**src/rtl/axi_pkg.sv**
```systemverilog
// Shared AXI4 burst types, protocol constants and burst-geometry helpers
// for the cache-block burst master.
package axi_pkg;

    localparam int AXI_AW = 64;
    localparam int AXI_DW = 64;

    localparam logic [1:0] BURST_INCR = 2'b01;
    localparam logic [1:0] RESP_OKAY  = 2'b00;

    typedef struct packed {
        logic [AXI_AW-1:0] addr;
        logic [7:0]        len;
        logic [2:0]        size;
        logic [1:0]        burst;
    } axi_ax_t;

    typedef struct packed {
        logic [AXI_DW-1:0]   data;
        logic [AXI_DW/8-1:0] strb;
        logic                last;
    } axi_w_t;

    typedef struct packed {
        logic [AXI_DW-1:0] data;
        logic [1:0]        resp;
        logic              last;
    } axi_r_t;

    typedef enum logic [2:0] {
        IDLE, RD_ADDR, RD_DATA, WR_ADDR, WR_DATA, WR_RESP, DONE
    } burst_state_t;

    function automatic int beats_of(input int block_w, input int data_w);
        return block_w / data_w;
    endfunction

    function automatic int size_of(input int data_w);
        return $clog2(data_w / 8);
    endfunction

endpackage

```
**src/rtl/axi_beat_counter.sv**
```systemverilog
// Beat index within one burst: advances per data handshake, flags the final
// beat and wraps to zero after it. Shared by the read and write data paths.
module axi_beat_counter #(
    parameter  int BEATS = 8,
    localparam int CNT_W = (BEATS > 1) ? $clog2(BEATS) : 1
) (
    input  logic             clk,
    input  logic             rst_n,
    input  logic             clr_i,
    input  logic             inc_i,
    output logic [CNT_W-1:0] count_o,
    output logic             last_o
);

    logic [CNT_W-1:0] count_q, count_d;

    assign count_o = count_q;
    assign last_o  = (count_q == CNT_W'(BEATS - 1));

    always_comb begin
        // NOTE: next-state gets a default first so no path leaves it unassigned (no latch).
        count_d = count_q;
        if (clr_i) begin
            count_d = '0;
        end else if (inc_i) begin
            count_d = last_o ? '0 : count_q + 1'b1;
        end
    end

    always_ff @(posedge clk or negedge rst_n) begin
        // NOTE: non-blocking so every register samples pre-edge values.
        if (!rst_n) count_q <= '0;
        else        count_q <= count_d;
    end

endmodule

```
**src/rtl/axi_burst_master.sv**
```systemverilog
// Cache-block <-> AXI4 INCR burst engine: write-back and refill bursts.
// Optional macro AXI_RESP_CHECK_EN adds a sticky o_axi_err response checker.
module axi_burst_master
    import axi_pkg::*;
#(
    parameter int ADDR_WIDTH  = AXI_AW,
    parameter int BLOCK_WIDTH = 512,
    parameter int AXI_DATA_W  = AXI_DW
) (
    input  logic                   i_clk,
    input  logic                   i_arst,
    input  logic                   i_start_read,
    input  logic                   i_start_write,
    input  logic [ADDR_WIDTH-1:0]  i_addr,
    input  logic [BLOCK_WIDTH-1:0] i_data_block,
    output logic                   o_done,
    output logic [BLOCK_WIDTH-1:0] o_data_block,
    output axi_ax_t                o_aw,
    output logic                   o_awvalid,
    input  logic                   i_awready,
    output axi_w_t                 o_w,
    output logic                   o_wvalid,
    input  logic                   i_wready,
    input  logic [1:0]             i_bresp,
    input  logic                   i_bvalid,
    output logic                   o_bready,
    output axi_ax_t                o_ar,
    output logic                   o_arvalid,
    input  logic                   i_arready,
    input  axi_r_t                 i_r,
    input  logic                   i_rvalid,
    output logic                   o_rready
`ifdef AXI_RESP_CHECK_EN
    ,
    output logic                   o_axi_err
`endif
);

    localparam int BEATS = beats_of(BLOCK_WIDTH, AXI_DATA_W);
    localparam int CNT_W = (BEATS > 1) ? $clog2(BEATS) : 1;
    localparam int OFF_W = $clog2(BLOCK_WIDTH / 8);
    localparam logic [ADDR_WIDTH-1:0] ALIGN_MASK =
        {{(ADDR_WIDTH - OFF_W){1'b1}}, {OFF_W{1'b0}}};

    burst_state_t           state_q, state_d;
    axi_ax_t                aw_q, aw_d, ar_q, ar_d, ax_req;
    logic [BLOCK_WIDTH-1:0] wblock_q, wblock_d, rblock_q, rblock_d;
    logic [CNT_W-1:0]       beat_cnt;
    logic                   beat_last, beat_inc;

    assign ax_req = '{addr:  AXI_AW'(i_addr & ALIGN_MASK),
                      len:   8'(BEATS - 1),
                      size:  3'(size_of(AXI_DATA_W)),
                      burst: BURST_INCR};

    assign beat_inc = (state_q == RD_DATA && i_rvalid) || (state_q == WR_DATA && i_wready);

    axi_beat_counter #(.BEATS(BEATS)) u_beat_cnt (
        .clk     (i_clk),
        .rst_n   (i_arst),
        .clr_i   (state_q == IDLE),
        .inc_i   (beat_inc),
        .count_o (beat_cnt),
        .last_o  (beat_last)
    );

    always_comb begin
        state_d   = state_q;
        aw_d      = aw_q;
        ar_d      = ar_q;
        wblock_d  = wblock_q;
        rblock_d  = rblock_q;
        o_awvalid = 1'b0;
        o_wvalid  = 1'b0;
        o_bready  = 1'b0;
        o_arvalid = 1'b0;
        o_rready  = 1'b0;
        o_done    = 1'b0;
        o_w       = '0;
        unique case (state_q)
            IDLE: begin
                // Dirty eviction must land before the refill that replaces it.
                if (i_start_write) begin
                    aw_d     = ax_req;
                    wblock_d = i_data_block;
                    state_d  = WR_ADDR;
                end else if (i_start_read) begin
                    ar_d    = ax_req;
                    state_d = RD_ADDR;
                end
            end
            RD_ADDR: begin
                o_arvalid = 1'b1;
                if (i_arready) state_d = RD_DATA;
            end
            RD_DATA: begin
                o_rready = 1'b1;
                if (i_rvalid) begin
                    rblock_d[int'(beat_cnt)*AXI_DATA_W +: AXI_DATA_W] = i_r.data;
                    if (beat_last) state_d = DONE;
                end
            end
            WR_ADDR: begin
                o_awvalid = 1'b1;
                if (i_awready) state_d = WR_DATA;
            end
            WR_DATA: begin
                o_wvalid = 1'b1;
                o_w.data = wblock_q[int'(beat_cnt)*AXI_DATA_W +: AXI_DATA_W];
                o_w.strb = '1;
                o_w.last = beat_last;
                if (i_wready && beat_last) state_d = WR_RESP;
            end
            WR_RESP: begin
                o_bready = 1'b1;
                if (i_bvalid) state_d = DONE;
            end
            DONE: begin
                o_done  = 1'b1;
                state_d = IDLE;
            end
            default: state_d = IDLE;
        endcase
    end

    always_ff @(posedge i_clk or negedge i_arst) begin
        if (!i_arst) begin
            state_q  <= IDLE;
            aw_q     <= '0;
            ar_q     <= '0;
            // NOTE: block buffers are reset so no X can ever reach o_w or o_data_block.
            wblock_q <= '0;
            rblock_q <= '0;
        end else begin
            state_q  <= state_d;
            aw_q     <= aw_d;
            ar_q     <= ar_d;
            wblock_q <= wblock_d;
            rblock_q <= rblock_d;
        end
    end

    assign o_aw         = aw_q;
    assign o_ar         = ar_q;
    assign o_data_block = rblock_q;

`ifdef AXI_RESP_CHECK_EN
    logic err_q, err_d;

    always_comb begin
        err_d = err_q;
        if (state_q == RD_DATA && i_rvalid &&
            (i_r.resp != RESP_OKAY || i_r.last != beat_last)) err_d = 1'b1;
        if (state_q == WR_RESP && i_bvalid && i_bresp != RESP_OKAY) err_d = 1'b1;
    end

    always_ff @(posedge i_clk or negedge i_arst) begin
        if (!i_arst) err_q <= 1'b0;
        else         err_q <= err_d;
    end

    assign o_axi_err = err_q;
`else
    logic unused_resp;
    assign unused_resp = ^{i_bresp, i_r.resp, i_r.last};
`endif

endmodule

```
**config.mk**
```make
export PLATFORM = sky130hd
export DESIGN_NAME = axi_burst_master
export DESIGN_NICKNAME = d
export VERILOG_FILES = /design/src/rtl/axi_pkg.sv /design/src/rtl/axi_beat_counter.sv /design/src/rtl/axi_burst_master.sv
export SDC_FILE = /design/constraint.sdc
export NUM_CORES = 1
export LEC_CHECK = 0
export CAP_MARGIN = 20
export CELL_PAD_IN_SITES_DETAIL_PLACEMENT = 0
export CELL_PAD_IN_SITES_GLOBAL_PLACEMENT = 1
export CORE_AREA = 2 2 552 554
export DETAILED_ROUTE_END_ITERATION = 6
export DIE_AREA = 0 0 554 556
export GPL_TIMING_DRIVEN = 0
export PLACE_DENSITY_LB_ADDON = 0.1
export REMOVE_ABC_BUFFERS = 1
export SLEW_MARGIN = 20
export SYNTH_ARGS = -nofsm -noshare
export SYNTH_HDL_FRONTEND = slang
export SYNTH_SLANG_ARGS = --single-unit
```
**constraint.sdc**
```tcl
create_clock -name i_clk -period 7.7 [get_ports i_clk]
set_input_delay 0.77 -clock i_clk [delete_from_list [all_inputs] [get_ports i_clk]]
set_output_delay 0.77 -clock i_clk [all_outputs]
set_load 0.01 [all_outputs]
```
== Word level (Yosys, flattened, before mapping) ==
Index checks and enable logic that the tools add are counted.

* Bits in registers: 1152
* Input bits: 654
* Output and inout port bits: 745
* Logic and storage cells: 62

* Add/sub/neg operators: 2
* Eq/ne operators: 14
* Shift operators: 3
* Muxes and demuxes: 20
* Bitwise gates (word level): 1
* Reductions and logical operators: 10

{| class="wikitable"
|+ Operators by type and width
! kind !! number
|-
| 512-bit bitwise mux || 1
|-
| 64-bit by 33-bit variable shift with 512-bit output, first input constant || 1
|-
| 512-bit by 10-bit indexed part select with 64-bit output || 1
|-
| 64-bit by 33-bit indexed part select with 512-bit output || 1
|-
| 73-bit two-way mux || 1
|-
| 3-bit two-way mux || 11
|-
| 9-bit negation with 33-bit output || 1
|-
| 3-bit one-hot mux with 6 select lines || 1
|-
| 3-bit == test, second input constant || 4
|-
| 2-bit != test, second input constant || 5
|-
| 7-bit AND reduction || 1
|-
| 3-bit by 2-bit == test with 1-bit output, second input constant || 2
|-
| 1-bit two-way mux || 6
|-
| 2-bit AND reduction || 2
|-
| 3-bit by 1-bit adder with 3-bit output, second input constant || 1
|-
| 3-bit by 1-bit == test with 1-bit output, second input constant || 1
|-
| 1-bit logical AND || 3
|-
| 3-bit zero test || 1
|-
| 3-bit != test, second input constant || 1
|-
| 3-bit AND reduction || 1
|-
| 2-bit by 1-bit != test with 1-bit output, second input constant || 1
|-
| 2-bit nonzero test || 1
|-
| 1-bit logical OR || 1
|-
| 1-bit inverter || 1
|}

== Logic depth before layout (Yosys ltp) ==
Gate-level depths: netlist (run 1).

* Depth after elaboration: 5
* Depth in mapped cells: 13

== By module ==
A second synthesis (run 1) with hierarchy kept.

* Cells, all modules: 3110
* Area, all modules: 48710.5 um^2

{| class="wikitable"
|+ By module, submodules not included
! module !! instances !! cells an instance !! area each (um^2)
|-
| axi_burst_master || 1 || 3098 || 48559.1
|-
| axi_beat_counter || 1 || 12 || 151.4
|}

== Worst setup path after synthesis (run 1) ==
Ideal clock, no wire load.

* Kind: reg-to-reg
* Start point: register u_beat_cnt.count_q[1] (netlist: u_beat_cnt.count_o[1])
* End point: register rblock_q[4] (netlist: o_data_block[4])
* Setup time: 0.127 ns
* Arrival time: 2.547 ns
* Required time: 7.573 ns
* Path slack: 5.025 ns
* Stages on the path, launching flop included: 11
* Buffers on the path: 4
* Period minus slack after synthesis: 2.675 ns
* Cell sequence: dfrtp_1 > buf_2 > buf_2 > buf_2 > inv_1 > ha_1 > ha_1 > nor4b_2 > nand3_4 > buf_6 > mux2_1

* Word-level cells in the longest chain between the ends: 3
* Elaborated cells on any way between the ends: 4
* Classes of those cells: add/sub (1); shift (2); mux (1)

{| class="wikitable"
|+ RTL lines
! what !! line !! RTL
|-
| start, declared || axi_beat_counter.sv:15 || <nowiki>logic [CNT_W-1:0] count_q, count_d;</nowiki>
|-
| start signal, assigned || axi_beat_counter.sv:33 || <nowiki>else count_q <= count_d;</nowiki>
|-
| 9-bit negation with 33-bit output * || axi_burst_master.sv:99 || <nowiki>rblock_d[int'(beat_cnt)*AXI_DATA_W +: AXI_DATA_W] = i_r.data;</nowiki>
|-
| 64-bit by 33-bit indexed part select with 512-bit output / 64-bit by 33-bit variable shift with 512-bit output (equally long branches) || axi_burst_master.sv:99 ||
|-
| 512-bit bitwise mux * || axi_burst_master.sv:99 ||
|-
| end signal, assigned || axi_burst_master.sv:139 || <nowiki>rblock_q <= rblock_d;</nowiki>
|-
| end, declared || axi_burst_master.sv:47 || <nowiki>logic [BLOCK_WIDTH-1:0] wblock_q, wblock_d, rblock_q, rblock_d;</nowiki>
|}

Every way passes the cells marked *; elsewhere a longest branch is shown, timed or not.
A chain may end at the register's enable or synchronous reset.

==> results of run 1 <==
==> report_power, final <==
| group | switching (uW) | total [uW] | leakage [uW] | internal [uW] |
|---|---|---|---|---|
| Combinational | 5490 | 12100 | 0.0122 | 6630 |
| Sequential | 1510 | 10100 | 0.0146 | 8640 |
| Clock | 3040 | 7500 | 0.00255 | 4460 |
==> placed cells by master, fill, tap and decap left out, types with 5 or more instances in the layout <==
cell type,count
buf_6,30
clkinv_2,8
mux2_1,12
mux4_2,128
inv_1,5
buf_16,41
mux2_4,189
a21oi_1,65
clkbuf_16,166
mux2_2,494
buf_8,12
o21ai_1,82
clkbuf_8,51
buf_12,25
o21ai_0,366
nand2_1,836
ha_1,7
clkbuf_1,37
diode_2,60
buf_4,15
dfrtp_1,1145
clkdlybuf4s50_1,1360
conb_1,26
==> how the worst min path moves through the flow <==
stage / slack (ps) / startpoint / to / depth (start not counted)
detailed placement: 470 / o_data_block[492] / o_data_block[492] / 2
floorplan: 470 / i_arst / o_ar[0] / 0
CTS: 440 / i_data_block[399] / wblock_q[399] / 2
global route: 490 / o_data_block[283] / o_data_block[283] / 2
finish: 480 / o_data_block[427] / o_data_block[427] / 2
global placement: 460 / o_data_block[269] / o_data_block[269] / 2
==> per-layer routing <==
metal	share of wire, %	GRT usage [%]
met1	39	17.39
met2	46	24.47
met3	12	8.585
met4	2.8	4.406
met5	0.64	0.2344
==> timing repair <==
action,CTS,global route
hold endpoints to repair,79,0
setup buffers,0,0
hold buffers,1,0
==> critical path: cells and delay by family (launching register included) <==
family / cells / cell delay (ps)
mux: 1 / 270
flops: 1 / 510
compound gates: 1 / 380
simple gates: 1 / 60
buf+inv: 5 / 1670
==> cell families (layout without fill, tap and decap cells) <==
logic type | count (synthesis) | in the layout
DFF | 1148 | 1148
and+or+nand+nor | 870 | 870
muxes | 827 | 827
AOI/OAI and AO/OA | 520 | 520
buffers and inverters | 309 | 1762
adders and majority gates | 7 | 7
other | 1 | 86
==> registers in the layout, indices dropped and copies added (netlist names) <==
register            cells
u_beat_cnt.count_o      3
o_aw                   59
state_q                 3
o_ar                   59
wblock_q              512
o_data_block          512
==> final cells by class <==
cell class	instances	area share (%)
timing repair buffer	1484	21.84
multi-input combinational	2250	24.43
clock inverter	17	0.2632
inverter	7	0.04644
sequential	1148	39.51
tap	3978	6.843
clock buffer	254	6.867
antenna	60	0.2064
==> metrics by stage <==
| step | cells | utilization, % |
|---|---|---|
| after floorplan | 3405 | - |
| after global placement | 8744 | 21.54 |
| after detailed placement | 8866 | 22.31 |
| after CTS | 9138 | 24.03 |
| after global routing | 9152 | 24.04 |
| final | 9198 | 24.08 |
==> run metrics, run 1 <==
area delta synth->final=50.43%; # Max-Cap Violations=0; fillers=around 32,000; Synth area leader=dfrtp_1; Routed WL per cell=26.25 um; Routed WL=around 240,000 um; Synth Flop Type=dfrtp_1; DR vias=about 35,000; drt drc=0; Crit path largest cell delay=approximately 660 ps; crit path launch=u_beat_cnt.count_o[0]; Seq/Total Area, Yosys=a little under 60%; Hold Path Class=register to register; clk_skew=40.08 ps; R2R Path End=o_data_block[95]; Post-synth EDFFs=0; period utilisation layout=60.38%; Worst R2R Setup Slack=3640 ps; H-tree Lvls=4; Max Fclk=0.2151 GHz; Final Max Tran Viols=0; main combinational cell family by area after synthesis=multiplexers; Synth Area in XOR/XNOR=0%; CP Class=register to primary output; Mean Syn Cell Area=13.13 um2; Sink Count=around 1,100; Root Buffer=clkbuf_16; Post-Synthesis Cells=approximately 3,700; Synth cell types=46; Final min period=between 4000 and 5000 ps; Synth Area in Adders=0.1811%; worst-margin pin slew=approximately 830 ps; share of layout cells above drive strength 1=~23%; drt via density=about 3.8; I/O pin count=between 1,000 and 1,500; IR Drop Worst-Case VDD=about 0.16 mV; CP most frequent cell=buf_16; first-pass GRT wire length=between 300,000 and 400,000 um; Max clock buf depth=4; die area=~310,000 um2; status=finished clean; DR pass1 iterations=7; largest fanout on the critical path=26; total power draw=29,770 uW; Starting Density=between 15 and 20%; startpoint types=register; Rows=just over 200; critical path's slowest cell=clkdlybuf4s50_1; Req. time, crit path=6930 ps; mux cell area share after synthesis=23.70%; total congestion overflow=0; Compound-Gate Fraction of Synth Area=between 5 and 6%; Core Region=about 300,000 um2; Slew HR=44.58%; CTS tree=yes; Port Buffers=between 1,000 and 1,500; Seq. cell area=28,740 um2; ys async rst share=between 90% and 100%; Setup TNS=0 ps; power per cell area=409.3 nW/um2; largest net degree at the start of global routing=between 100 and 150; Worst Reg2Reg Path Length in Cells=14; Multi-input gate area=17,770 um2; Detail Route Antenna Nets=0; clk_lat worst skew=approximately 830 ps; post-route cell area=72,740 um2; top post-synthesis cells by area=dfrtp_1, mux2_2, nand2_1; simple-gate portion of the synthesized area=between 7 and 8%; top cells by count, synth=dfrtp_1, nand2_1, mux2_2; Critical R2R Launch=u_beat_cnt.count_o[2]; Final nets=about 5,700; Final setup violation count=0; vias in the first global route=about 37,000; die height=between 500 and 600 um; RSZ-0062 raised after global routing=false; Setup crit end=o_w[69]; crit path capture type=primary output; Num CTS Buffers=163; Syn Std Cell Area=48,350 um2; gpl congestion=approximately 0.76; count leader, synth=dfrtp_1; Worst EP arrival=about 3900 ps; post-synthesis register bit count=~1,100; Clock transition at path regs=~50 ps; initial antenna violation count=~210; post_cts resized=0; crit-path cells=buf_16, buf_12, buf_16, buf_16, mux4_2, nand2_1, a21oi_1, clkdlybuf4s50_1; detailed placer's ending HPWL=between 150,000 and 200,000 um; Cell Area, Placed=67,390 um2; Yosys top cell area share=slightly below 60%; Die W=554 um; post-place setup slack=3336 ps; final hold slack=between 400 and 500 ps; GRT Overall Usage=between 10% and 20%; Synthesis Warnings=0; LEAKAGE=between 0.02 and 0.03 uW; Final Hold Fails=0; Final WS setup=about 3000 ps; Initial DRC Count=around 1,600
Note: power is estimated with default switching activity, not from simulation.
==> inputs of run 2 (changes only) <==
CORE_AREA = 2 2 541 543   (was 2 2 552 554)
DIE_AREA = 0 0 543 545   (was 0 0 554 556)
clock period = 4.1 ns   (was 7.7 ns; I/O delays follow)
==> run 2 against run 1 <==
Effect of this change: via count grew 0.20%; hold slack lost 320 ps; utilization grew 1.1 points; final cell count shrank 0.43%; global-route usage grew 0.78 points; highest routed layer unchanged; sequential cell count is the same; non-clock buffer count grew 16; routed wire length grew 1.2%; count of clock-buffer cells in the layout grew 4; design area grew 0.28%; worst setup slack lost 2900 ps; critical path depth is the same.
==> run metrics, run 2 (synthesized netlist as in run 1, its figures left out) <==
Num CTS Buffers=roughly 160; H-tree Lvls=4; Hold Path Class=input pin to async pin; die area=between 200,000 and 300,000 um2; crit path capture type=primary output; detailed placer's ending HPWL=roughly 190,000 um; Root Buffer=clkbuf_16; status=finished clean; Routed WL=around 240,000 um; GRT met3 Usage=8.979%; Critical R2R Launch=u_beat_cnt.count_o[2]; met1 Use GR=17.79%; Final Max Tran Viols=0; Core Region=about 290,000 um2; die height=545 um; clk_skew=32.95 ps; commonest non-fill, non-tap cells in the layout=clkdlybuf4s50_1, dfrtp_1, nand2_1; total congestion overflow=0; largest fanout on the critical path=14; CTS tree=yes; DR vias=about 35,000; GR peak layer=met2; drt drc=0; commonest non-fill, non-tap cell in the layout=clkdlybuf4s50_1; Worst R2R Setup Slack=around 300 ps; RSZ-0062 raised after global routing=false; Starting Density=16.67%; gpl congestion=0.7460; GRT Overall Usage=between 10% and 20%; I/O pin count=roughly 1,400; total power draw=approximately 56,000 uW; drt via density=between 3 and 4; Die W=543 um; Port Buffers=between 1,000 and 1,500; Max Fclk=between 0.2 and 0.3 GHz; Sink Count=around 1,100; post-route cell area=approximately 73,000 um2; DR pass1 iterations=5; Routed WL per cell=~27 um; LEAKAGE=between 0.02 and 0.03 uW; vias in the first global route=37,040; post-place setup slack=-154.8 ps; Detail Route Antenna Nets=0; initial antenna violation count=217; largest net degree at the start of global routing=between 100 and 150; Worst Reg2Reg Path Length in Cells=8; first-pass GRT wire length=~330,000 um; final core occ=25.14%; clk_lat worst skew=between 800 and 900 ps; Final nets=roughly 5,700; Final WS setup=between 150 and 200 ps; share of layout cells above drive strength 1=roughly a quarter; fillers=30,500; met2 Usage GRT=between 20% and 30%; Final setup violation count=0; Rows=approximately 200; crit path launch=u_beat_cnt.count_o[0]; Clock transition at path regs=about 50 ps; Initial DRC Count=approximately 1,400; # Max-Cap Violations=0; R2R Path End=o_data_block[15]; Slew HR=about 47%; area delta synth->final=50.85%; Final min period=3900 ps; worst-margin pin slew=791.3 ps; CP Class=register to primary output; Req. time, crit path=between 3000 and 4000 ps; IR Drop Worst-Case VDD=approximately 0.34 mV; power per cell area=~770 nW/um2; Max clock buf depth=4; Final Hold Fails=0; Cell Area, Placed=between 60,000 and 70,000 um2; period utilisation layout=95.12%; Worst EP arrival=3490 ps; startpoint types=register
[run 2: cell types whose count changed in the layout (fill, tap and decap cells not counted), sizes merged]
cell,change
bufbuf,+5
clkbuf,+4
buf,+11
inv,+3
clkdlybuf4s15,+1
diode,+5
bufinv,+2
clkinv,+7
dlygate4sd2,+7
clkinvlp,+1
clkdlybuf4s50,-8
[run 2: layout make-up]
class | instances | area [um2] | share of cell area, %
flip-flops and latches | 1148 | 28740 | 39.40
multi-input cells | 2250 | 17780 | 24.37
repair buffers | 1500 | 16080 | 22.05
clock buffers | 258 | 4908 | 6.729
well taps | 3900 | 4880 | 6.690
clock inverters | 30 | 349.1 | 0.4786
diodes | 65 | 162.7 | 0.2230
inverters | 7 | 42.54 | 0.05832
[run 2: critical path, cell delays in order, from the launching register on]
cell	delay, ps
dfrtp_4	500
buf_16	220
buf_16	170
buf_16	200
bufbuf_16	340
mux4_2	500
nand2_1	80
a21oi_1	60
clkdlybuf4s50_1	530
[run 2: worst max path at each step]
| stage | to | slack [ps] | cells past startpoint |
|---|---|---|---|
| after floorplan | o_aw[19] | -14060 | 3 |
| after global placement | wblock_q[169] | -59610 | 1 |
| after detailed placement | o_data_block[160] | -150 | 13 |
| after CTS | o_w[24] | 4 | 6 |
| after global routing | o_w[33] | 6 | 8 |
| final | o_w[58] | 200 | 8 |
[run 2: timing repair]
action,4_1_cts,5_1_grt
endpoints found under the hold margin,373,0
hold buffers,1,0
setup endpoints to repair,64,0
buffers inserted,13,0
gates resized for setup,13,0
[run 2: through the flow]
step / TNS, ps / instances / hold slack [ps]
after floorplan: - / 3405 / 114.4
after global placement: - / 8666 / 461.8
after detailed placement: -1008 / 8786 / 341.9
after CTS: 0 / 9093 / 68.48
after global routing: 0 / 9110 / 128.0
final: 0 / 9158 / 155.1
[run 2: where the power goes]
part / internal (uW) / switching, uW / total [uW]
clock network: 8400 / 5820 / 14200
logic: 12600 / 10400 / 23100
registers: 16200 / 2860 / 19100
[run 2: routing by layer]
| layer | part of all wire [%] | routed length, um | vias to the layer above |
|---|---|---|---|
| li1 | - | - | 15630 |
| met1 | 38 | 93050 | 17230 |
| met2 | 47 | 113900 | 1230 |
| met3 | 12 | 28800 | 519 |
| met4 | 2.9 | 7094 | 216 |
| met5 | 0.62 | 1505 | - |
